`src/rtl/instr_fetch_if.sv`:
```
// instr_fetch_if: instruction-memory read bus plus decode-side valid/ready handshake
interface instr_fetch_if #(
  parameter int ADDR_W = 22,
  parameter int DATA_W = 32
);
  logic [ADDR_W-1:0] mem_addr;
  logic [DATA_W-1:0] mem_instr;
  logic              redirect;
  logic [ADDR_W-1:0] redirect_pc;
  logic              halt;
  logic              instr_valid;
  logic [DATA_W-1:0] instr;
  logic [ADDR_W-1:0] instr_pc;
  logic              instr_ready;
  modport master (
    output mem_addr, instr_valid, instr, instr_pc,
    input  mem_instr, redirect, redirect_pc, halt, instr_ready
  );
  modport slave (
    input  mem_addr, instr_valid, instr, instr_pc,
    output mem_instr, redirect, redirect_pc, halt, instr_ready
  );
endinterface

```
`src/rtl/instr_fetch.sv`:
```
// instr_fetch: credit-based instruction fetch with FIFO, redirect flush and halt
// Optional FETCH_STATS_EN adds saturating stat_fetched / stat_killed counters.
module instr_fetch #(
  parameter int ADDR_W     = 22,
  parameter int DATA_W     = 32,
  parameter int RESET_PC   = 0,
  parameter int FIFO_DEPTH = 2
) (
  input  logic         clk,
  input  logic         rst,
  instr_fetch_if.master bus
`ifdef FETCH_STATS_EN
  ,
  output logic [31:0]  stat_fetched,
  output logic [31:0]  stat_killed
`endif
);
  localparam int PW = $clog2(FIFO_DEPTH);
  localparam int CW = PW + 1;
  typedef enum logic {FETCH, HALTED} state_t;
  state_t            state, state_nx;
  logic [ADDR_W-1:0] addr, req_pc;
  logic              inflight, pop, push, issue;
  logic [DATA_W-1:0] d_mem [FIFO_DEPTH];
  logic [ADDR_W-1:0] p_mem [FIFO_DEPTH];
  logic [PW-1:0]     rp, wp, hp;
  logic [CW-1:0]     cnt;
  // when empty, show the last popped slot so instr/instr_pc hold their value
  assign hp              = (cnt == '0) ? rp - PW'(1) : rp;
  assign bus.mem_addr    = addr;
  assign bus.instr_valid = (cnt != '0);
  assign bus.instr       = d_mem[hp];
  assign bus.instr_pc    = p_mem[hp];
  assign pop             = bus.instr_valid & bus.instr_ready;
  assign push            = inflight & ~bus.redirect;
  always_comb begin
    state_nx = bus.halt ? HALTED : FETCH;
    issue    = (state == FETCH) & ~bus.halt & ~bus.redirect &
               ((cnt + CW'(inflight) - CW'(pop)) < CW'(FIFO_DEPTH));
  end
  always_ff @(posedge clk or negedge rst) begin
    if (!rst) begin
      state    <= FETCH;
      addr     <= ADDR_W'(RESET_PC);
      req_pc   <= '0;
      inflight <= 1'b0;
      rp       <= '0;
      wp       <= '0;
      cnt      <= '0;
      for (int i = 0; i < FIFO_DEPTH; i++) begin
        d_mem[i] <= '0;
        p_mem[i] <= '0;
      end
    end else begin
      state    <= state_nx;
      inflight <= issue;
      if (issue) req_pc <= addr;
      addr <= bus.redirect ? bus.redirect_pc : issue ? addr + ADDR_W'(1) : addr;
      if (push) begin
        d_mem[wp] <= bus.mem_instr;
        p_mem[wp] <= req_pc;
      end
      rp  <= rp + PW'(pop);
      wp  <= bus.redirect ? rp + PW'(pop) : wp + PW'(push);
      cnt <= bus.redirect ? '0 : cnt + CW'(push) - CW'(pop);
    end
  end
`ifdef FETCH_STATS_EN
  logic [CW:0] kinc;
  logic [32:0] fsum, ksum;
  always_comb begin
    kinc = bus.redirect ? (CW+1)'(inflight) + (CW+1)'(cnt) - (CW+1)'(pop) : '0;
    fsum = {1'b0, stat_fetched} + 33'(push);
    ksum = {1'b0, stat_killed} + 33'(kinc);
  end
  always_ff @(posedge clk or negedge rst) begin
    if (!rst) begin
      stat_fetched <= '0;
      stat_killed  <= '0;
    end else begin
      stat_fetched <= fsum[32] ? '1 : fsum[31:0];
      stat_killed  <= ksum[32] ? '1 : ksum[31:0];
    end
  end
`endif
endmodule

```
`src/flat_wrapper.sv`:
```
// flat-port wrapper written by rule: the top's interface ports become plain ports
module instr_fetch_flat 
#(
  parameter int ADDR_W     = 22,
  parameter int DATA_W     = 32,
  parameter int RESET_PC   = 0,
  parameter int FIFO_DEPTH = 2
)
  (clk, rst, bus_mem_addr, bus_instr_valid, bus_instr, bus_instr_pc, bus_mem_instr, bus_redirect, bus_redirect_pc, bus_halt, bus_instr_ready);
  instr_fetch_if #(.ADDR_W(ADDR_W), .DATA_W(DATA_W)) bus_i ();
  input  logic clk;
  input  logic rst;
  output wire logic [$bits(bus_i.mem_addr)-1:0] bus_mem_addr;
  output wire logic [$bits(bus_i.instr_valid)-1:0] bus_instr_valid;
  output wire logic [$bits(bus_i.instr)-1:0] bus_instr;
  output wire logic [$bits(bus_i.instr_pc)-1:0] bus_instr_pc;
  input wire logic [$bits(bus_i.mem_instr)-1:0] bus_mem_instr;
  input wire logic [$bits(bus_i.redirect)-1:0] bus_redirect;
  input wire logic [$bits(bus_i.redirect_pc)-1:0] bus_redirect_pc;
  input wire logic [$bits(bus_i.halt)-1:0] bus_halt;
  input wire logic [$bits(bus_i.instr_ready)-1:0] bus_instr_ready;
  assign bus_mem_addr = bus_i.mem_addr;
  assign bus_instr_valid = bus_i.instr_valid;
  assign bus_instr = bus_i.instr;
  assign bus_instr_pc = bus_i.instr_pc;
  assign bus_i.mem_instr = bus_mem_instr;
  assign bus_i.redirect = bus_redirect;
  assign bus_i.redirect_pc = bus_redirect_pc;
  assign bus_i.halt = bus_halt;
  assign bus_i.instr_ready = bus_instr_ready;
  instr_fetch #(.ADDR_W(ADDR_W), .DATA_W(DATA_W), .RESET_PC(RESET_PC), .FIFO_DEPTH(FIFO_DEPTH)) u_core (.clk(clk), .rst(rst), .bus(bus_i));
endmodule
```
`config.mk`:
```
export PLATFORM = sky130hd
export DESIGN_NAME = instr_fetch_flat
export DESIGN_NICKNAME = d
export VERILOG_FILES = /design/src/rtl/instr_fetch_if.sv /design/src/rtl/instr_fetch.sv /design/src/flat_wrapper.sv
export SDC_FILE = /design/constraint.sdc
export NUM_CORES = 1
export LEC_CHECK = 0
export CORE_MARGIN = 1.5
export CORE_UTILIZATION = 55
export DETAILED_ROUTE_END_ITERATION = 8
export DONT_BUFFER_PORTS = 1
export PLACE_DENSITY_LB_ADDON = 0.3
export SETUP_SLACK_MARGIN = 0.2
export SLEW_MARGIN = 20
export SYNTH_ARGS = -nofsm -noshare
export SYNTH_HDL_FRONTEND = slang
export SYNTH_SLANG_ARGS = --single-unit
```
`constraint.sdc`:
```
create_clock -name clk -period 4.66 [get_ports clk]
set_clock_uncertainty 0.15 [all_clocks]
set_input_delay 0.699 -clock clk [delete_from_list [all_inputs] [get_ports clk]]
set_output_delay 0.699 -clock clk [all_outputs]
set_load 0.02 [all_outputs]
```
After elaboration in Yosys (flattened, before gate mapping)
Cells that the tools add are included.

Bits in registers: 158. Input bits: 59. Logic and storage cells: 55. Output and inout bits: 77.

Multiplexer cells: 18. Bitwise logic cells: 10. Reductions and logical operators: 4. Add/sub/neg operators: 8. $lt $le $gt $ge: 4.

Operator list (number): two-way mux 22 bit (6); two-way mux 32 bit (4); bitwise mux 64 bit (1); bitwise mux 44 bit (1); demux 32 bit (select 1 bit) (1); adder 22 x 1 -> 22 bit (second input constant) (1); demux 22 bit (select 1 bit) (1); AND 1 bit (5); adder 2 x 1 -> 2 bit (2); greater-or-equal comparator 2 bit (second input constant) (2); inverter 1 -> 2 bit (2); nonzero test 2 bit (2); subtractor 2 x 1 -> 2 bit (2); two-way mux 1 bit (3); inverter 1 bit (3); adder 1 bit (2); logical NOT 2 bit (1); < comparator 2 x 1 -> 1 bit (second input constant) (1); < comparator 2 bit (second input constant) (1); two-way mux 2 bit (1); logical AND 1 bit (1); subtractor 1 bit (second input constant) (1).

Logic depth before layout (Yosys ltp)
Gate-level depths: netlist of the first run.

Word-level depth: 7. Mapped depth: 8. Gate-level depth less buffers: 8.

Least setup slack after synthesis of the first run
Ideal clock, no wire load.

Kind: flip-flop to output port. Start: register u_core.cnt[1]. End: output bus_instr[0]. Stages on the path, launching flop included: 5. Arrival: 1802 ps. Path buffers: 1. Data required time: 3811 ps. Setup slack: 2009 ps. Cells stage by stage: dfrtp_1 or2_2 xor2_2 buf_2 mux2_1.

Word-level cells in the longest chain between the ends: 6.

Ends and longest elaborated chain: from (decl) (line instr_fetch.sv:27) `logic [CW-1:0] cnt;`; from (signal assigned) (line instr_fetch.sv:65) `cnt <= bus.redirect ? '0 : cnt + CW'(push) - CW'(pop);`; logical NOT 2 bit (line instr_fetch.sv:29) `assign hp = (cnt == '0) ? rp - PW'(1) : rp;`; two-way mux 1 bit (line instr_fetch.sv:29); inverter 1 -> 2 bit (implied by the code) (line instr_fetch.sv:32) `assign bus.instr = d_mem[hp];`; two-way mux 32 bit (implied by the code) (3 in series) (line instr_fetch.sv:32); to (decl) (line flat_wrapper.sv:15) `output wire logic [$bits(bus_i.instr)-1:0] bus_instr;`.

Every way passes these cells. The select of a mux whose other input is x is not followed.

Worst setup path after layout of the first run
Start: register u_core.cnt[1]. End: output bus_instr_pc[20].

Word-level cells in the longest chain between the ends: 6.

Ends and longest elaborated chain: logical NOT 2 bit (line instr_fetch.sv:29); two-way mux 1 bit (line instr_fetch.sv:29); inverter 1 -> 2 bit (implied by the code) (line instr_fetch.sv:33) `assign bus.instr_pc = p_mem[hp];`; two-way mux 22 bit (implied by the code) (3 in series) (line instr_fetch.sv:33); to (decl) (line flat_wrapper.sv:16) `output wire logic [$bits(bus_i.instr_pc)-1:0] bus_instr_pc;`.

Every way passes these cells. The select of a mux whose other input is x is not followed.

==> results of run 1 <==
==> report_power, final <==
part / leakage, µW / internal [µW] / switching [µW]
Clock: 0.000274 / 788 / 502
Combinational: 0.00117 / 1060 / 1350
Sequential: 0.00195 / 1920 / 350
==> kinds of logic after synthesis <==
kind of cell / Yosys count
flip-flops: 158
adder cells (fa/ha/maj): 5
multiplexers: 190
AO/OA/AOI/OAI: 33
XOR/XNOR: 21
AND/OR/NAND/NOR: 79
buffers and inverters: 35
==> critical path: cells and delay by family, from the launching register on <==
kind                      cells  cell delay [ns]
buffers and inverters         1             0.32
DFF                           1             0.44
xor gates and xnor gates      1             0.59
and+or+nand+nor               1             0.44
muxes                         1             0.45
==> worst max-delay path by stage <==
stage	startpoint	endpoint	slack, ns
5_1_grt	u_core.cnt[1]	bus_instr_pc[20]	1.02
4_1_cts	u_core.cnt[1]	bus_instr_pc[19]	1.08
2_1_floorplan	u_core.cnt[1]	bus_instr[0]	2.01
3_3_place_gp	bus_instr_ready	u_core.req_pc[3]	1.45
6_report	u_core.cnt[1]	bus_instr_pc[20]	1.13
3_5_place_dp	u_core.cnt[1]	bus_instr_pc[19]	1.54
==> metrics by stage <==
stage	total power (µW)	cells	area, µm²	hold WS (ns)	setup slack, ns
after floorplan	4320	521	7160	0.253	2.01
after global placement	4620	670	7320	0.257	1.45
after detailed placement	4730	671	7330	0.258	1.54
after CTS	6040	703	7890	-0.190	1.08
after global routing	6300	703	7890	-0.198	1.02
final	5970	703	7890	-0.173	1.13
==> cell type report <==
class | count | area (µm²) | share of cell area [%]
clock buffer | 26 | 499 | 6.33
clock inverter | 6 | 57.6 | 0.729
inverter | 9 | 33.8 | 0.428
multi-input combinational | 328 | 3080 | 39.1
sequential | 158 | 3950 | 50.1
tap | 172 | 215 | 2.73
timing repair buffer | 4 | 50.0 | 0.634
==> cells in the mapped netlist <==
master and count:
and3_1 4, nand3_1 8, buf_2 7, or2_2 1
a211oi_1 4, nor3_2 1, xor2_1 2, a22o_1 1
and4_1 3, o21ai_1 8, inv_1 9, a21o_1 2
nor4_2 4, mux2_1 4, nor2_1 6, a2111oi_4 1
nor2_2 1, a311o_1 1, buf_1 8, and2_1 2
a31o_2 1, clkbuf_1 9, a21boi_0 1, buf_4 2
nand2b_1 1, dfrtp_1 158, mux2_2 181, nand2_1 32
nand4bb_1 1, ha_1 5, xor2_2 1, mux2_4 1
nor3_1 7, xnor2_1 18, nand4_1 6, nor2b_1 2
a2111oi_2 2, a211o_1 1, mux2i_1 4, a21oi_1 1
o21ai_0 10
==> state kept, by name, summed over array words and instances, names as in the netlist <==
register,count
u_core.state,1
u_core.d_mem,64
u_core.cnt,2
u_core.p_mem,44
u_core.rp,1
u_core.inflight,1
u_core.bus.mem_addr,22
u_core.wp,1
u_core.req_pc,22
==> routing by layer <==
layer	global-route usage (%)	share of wire [%]
met1	26.2	42
met2	35.8	50
met3	6.80	6.7
met4	7.63	0.90
met5	0	0
==> metrics.txt, run 1 <==
setup tns final 0 ns; Fin. Hold Viols 158; Initial DRT Pass Iterations 4; reg2reg setup slack 2.00 ns; Synth Area in Compound Gates 3.37%; Skew-Pair Late Insertion Delay 0.42 ns; period utilization 75.8%; row cnt 41; worst-path cell chain or2_2 > xor2_4 > buf_12 > mux2_1; GP Congestion 0.788; top-area cell type share of the netlist area 55.2%; DIE WIDTH 117 µm; H-tree lvl count 4; reg2reg end u_core.req_pc[5]; post-synth top area cell dfrtp_1; Core Util, Final 62.3%; fin. max-slew vios 0; clock transition at the registers of the reported paths 0.06 ns; routed via count 4068; Setup Fix Bufs, Post-CTS 0; simple-gate share of the synthesized area 5.89%; Layout fillers 992; CP Capture Type output port; DR DRC count 0; Worst EP required 3.81 ns; Worst-Margin Slew 0.855 ns; antenna cells 0; CP max stage delay 0.59 ns; largest family of logic cells by synthesized area multiplexers; Final Setup Violations 0; largest net degree at the start of global routing 159; Max Cap Viol 0; share of cells above drive strength 1 42.9%; die height 117 µm; vias per cell 5.79; Nets 582; Worst path slowest cell xor2_4; Cell Pwr Density 757 mW/mm²; Crit Path Max Fanout 39; CTS tree yes; peak supply drop 0.000361 V; syn nets 585; most common cell after layout, fill and taps aside mux2_2; port bufs 0; clk sinks 158; RSZ-0062 raised after global routing false; Worst Path Class, Setup flop to output port; largest cells by area after synthesis dfrtp_1, mux2_2, xnor2_1; failing checks hold timing; syn avg cell area 13.7 µm²; root buffer cell clkbuf_16; Hold Slack -0.173 ns; drt first-iter violations 197; Leakage 0.00340 µW; vias in the first global route 4194; initial antenna violation count 1; Tmin final 3.53 ns; most frequent cells in the layout mux2_2, dfrtp_1, nand2_1; DP HPWL 9470 µm; I/O pin cnt 136; initial core utilization 56.5%; core area 0.0127 mm²; die area 0.0137 mm²; Cell Area, Synth 0.00716 mm²; Yosys reg bits 158; share of the yosys chip area belonging to registers 55.2%; Synth Warn # 0; Hold WC Path Type input pin to async pin; Post-DRT Antenna Nets 0; Slew HR 43.0%; Worst Path Arrival 2.68 ns; mux cell area share after synthesis 29.9%; maximum clock insertion buffer count 2; Avg WL per Cell 20.0 µm; worst r2r src u_core.cnt[0]; Synth Instances 521; synthesized-area fraction occupied by adder cells 0.874%; Highest Clock Rate 0.283 GHz; WL final 14000 µm; first-pass GRT wire length 21800 µm; crit path launch type flop; global route overflow 0; Synth Area in XOR/XNOR 2.67%; post_cts resized 0; R2R depth 5; total global-route track usage 21.4%; Cell variety after synth 41; run status finished with violations; area added between synthesis and finish 10.3%; TritonCTS buffer count 17
Power figures use the tool's default switching activity.
==> inputs of run 2 (changes only) <==
==> constraint.sdc (replaced) <==
create_clock -name clk -period 3 [get_ports clk]
set_clock_uncertainty 0.15 [all_clocks]
set_input_delay 0.45 -clock clk [delete_from_list [all_inputs] [get_ports clk]]
set_output_delay 0.45 -clock clk [all_outputs]
set_load 0.02 [all_outputs]
==> run 2 against run 1 <==
  * The run still ends with hold timing left
  * Clock-buffer cell count down 3
  * Die area unchanged
  * Hold slack worse by 0.25 ns
  * Utilization up 2.0 points
  * Cell count up 2.6%
  * Power up 61%
  * Global-route usage up 0.61 points
==> metrics.txt, run 2 (synthesis gave the netlist of run 1 again) <==
total global-route track usage 22.0% (+0.61 points); DP HPWL 9510 µm (+0.39%); GP Congestion 0.792 (+0.53%); Fin. Hold Viols 158 (unchanged); vias in the first global route 4285 (+2.2%); Highest Clock Rate 0.364 GHz; failing checks hold timing; Worst path slowest cell dfrtp_1; die area 0.0137 mm² (unchanged); Crit Path Max Fanout 15 (-62%); CP max stage delay 0.44 ns (-0.15 ns); Placed Area 0.00740 mm² (+0.87%); fin. max-slew vios 0 (unchanged); peak supply drop 0.000657 V (+82%); most common cell after layout, fill and taps aside mux2_2; Leakage 0.00351 µW (+3.2%); run status finished with violations; Final Setup Violations 0 (unchanged); Largest Register u_core.d_mem; CP Capture Type output port; drt first-iter violations 199 (+1.0%); crit path launch type flop; first-pass GRT wire length 22400 µm (+2.9%); WL final 14600 µm (+4.2%); TritonCTS buffer count 17 (unchanged); Crit path depth 5 (+1); Worst Path Class, Setup flop to output port; CTS tree yes; Max Cap Viol 0 (unchanged); Nets 601 (+3.3%); largest net degree at the start of global routing 159 (unchanged); Bufs and invs on worst path 2 (+1); row cnt 41 (unchanged); initial core utilization 56.5% (unchanged); die height 117 µm (unchanged); routed via count 4158 (+2.2%); most frequent cells in the layout mux2_2, dfrtp_1, nand2_1; Initial DRT Pass Iterations 4 (unchanged); Hold WC Path Type input pin to async pin; Tmin final 2.75 ns; R2R depth 6 (+1); area added between synthesis and finish 13.8%; H-tree lvl count 4 (unchanged); biggest regs u_core.d_mem (64), u_core.p_mem (44); DIE WIDTH 117 µm (unchanged); final instance area 0.00815 mm² (+3.2%); Post-DRT Antenna Nets 0 (unchanged); global route overflow 0 (unchanged); most used cell, CP buf_12; RSZ-0062 raised after global routing false; clk sinks 158 (unchanged); Sequential Area 0.00395 mm² (unchanged); Worst Path Arrival 2.15 ns (-0.53 ns); maximum clock insertion buffer count 2 (unchanged); max reg flops 64 (unchanged); CP delay by family, top flip-flops; core area 0.0127 mm² (unchanged); port bufs 0 (unchanged); area of the multi-input gates 0.00308 mm² (about the same); Slew HR 44.5% (+1.5 points); worst-path cell chain or2_4 > xor2_4 > buf_12 > buf_12 > mux2_1; Worst-Margin Slew 0.830 ns (-0.0251 ns); initial antenna violation count 1 (unchanged); cts hold-fix bufs 12; Avg WL per Cell 20.3 µm (+1.6%); Skew-Pair Late Insertion Delay 0.41 ns (about the same); I/O pin cnt 136 (unchanged); period utilization 91.6%; setup tns final 0 ns (unchanged); Final Power 9640 µW (+61%); Worst EP required 2.40 ns (-1.41 ns); share of cells above drive strength 1 42.9% (-0.055 points); vias per cell 5.77 (-0.34%); clock transition at the registers of the reported paths 0.06 ns (about the same); root buffer cell clkbuf_16; Layout fillers 978 (-1.4%); Hold Slack -0.421 ns (-0.247 ns); DR DRC count 0 (unchanged); Cell Pwr Density 1180 mW/mm² (+56%)
-- run 2: cell types whose count changed in the layout (fill, tap and decap cells not counted), sizes merged --
cell / delta
buf: +6
bufinv: +1
clkbuf: -2
diode: +1
dlygate4sd3: +12
-- run 2: worst paths after layout --
path                                             start                 endpoint  slack [ns]
worst min register to register        u_core.d_mem[31]         u_core.d_mem[31]        0.35
min in group clk                          bus_redirect  u_core.bus.mem_addr[21]        0.02
worst max register to register  u_core.bus.mem_addr[0]  u_core.bus.mem_addr[16]        0.63
worst max-delay path                     u_core.cnt[1]         bus_instr_pc[20]        0.25
max in group asynchronous                          rst         u_core.d_mem[32]        2.91
worst min-delay path                               rst         u_core.d_mem[15]       -0.42
-- run 2: layout make-up --
cell class / count / area share (%)
Antenna cell: 1 / 0.0307
Clock buffer: 23 / 5.87
Clock inverter: 7 / 1.08
Inverter: 9 / 0.415
Multi-Input combinational cell: 328 / 37.8
Sequential cell: 158 / 48.5
Tap cell: 172 / 2.64
Timing Repair Buffer: 23 / 3.62
-- run 2: metrics by stage --
stage	cells	util, %	worst slack, ns
2_1_floorplan	521	-	0.598
4_1_cts	718	63.9	0.238
3_5_place_dp	676	58.4	0.522
3_3_place_gp	676	58.4	0.573
6_report	721	64.3	0.252
5_1_grt	720	64.3	0.186
-- run 2: metal layers --
metal	up-vias	wire length [µm]	track usage (%)
met1	2119	6250	27.1
met3	18	985	7.36
met4	0	218	7.31
met2	130	7160	36.6
li1	1891	-	-
met5	-	0	0
-- run 2: what timing repair did --
item	4_1_cts	5_1_grt
gates resized for setup	4	1
buffers inserted	0	1
setup endpoints to repair	54	3
cloned	0	1
endpoints found under the hold margin	178	158
-- run 2: report_power, final --
part | switching, µW | internal [µW]
Combinational | 2180 | 1890
Clock | 773 | 1270
Sequential | 542 | 2990
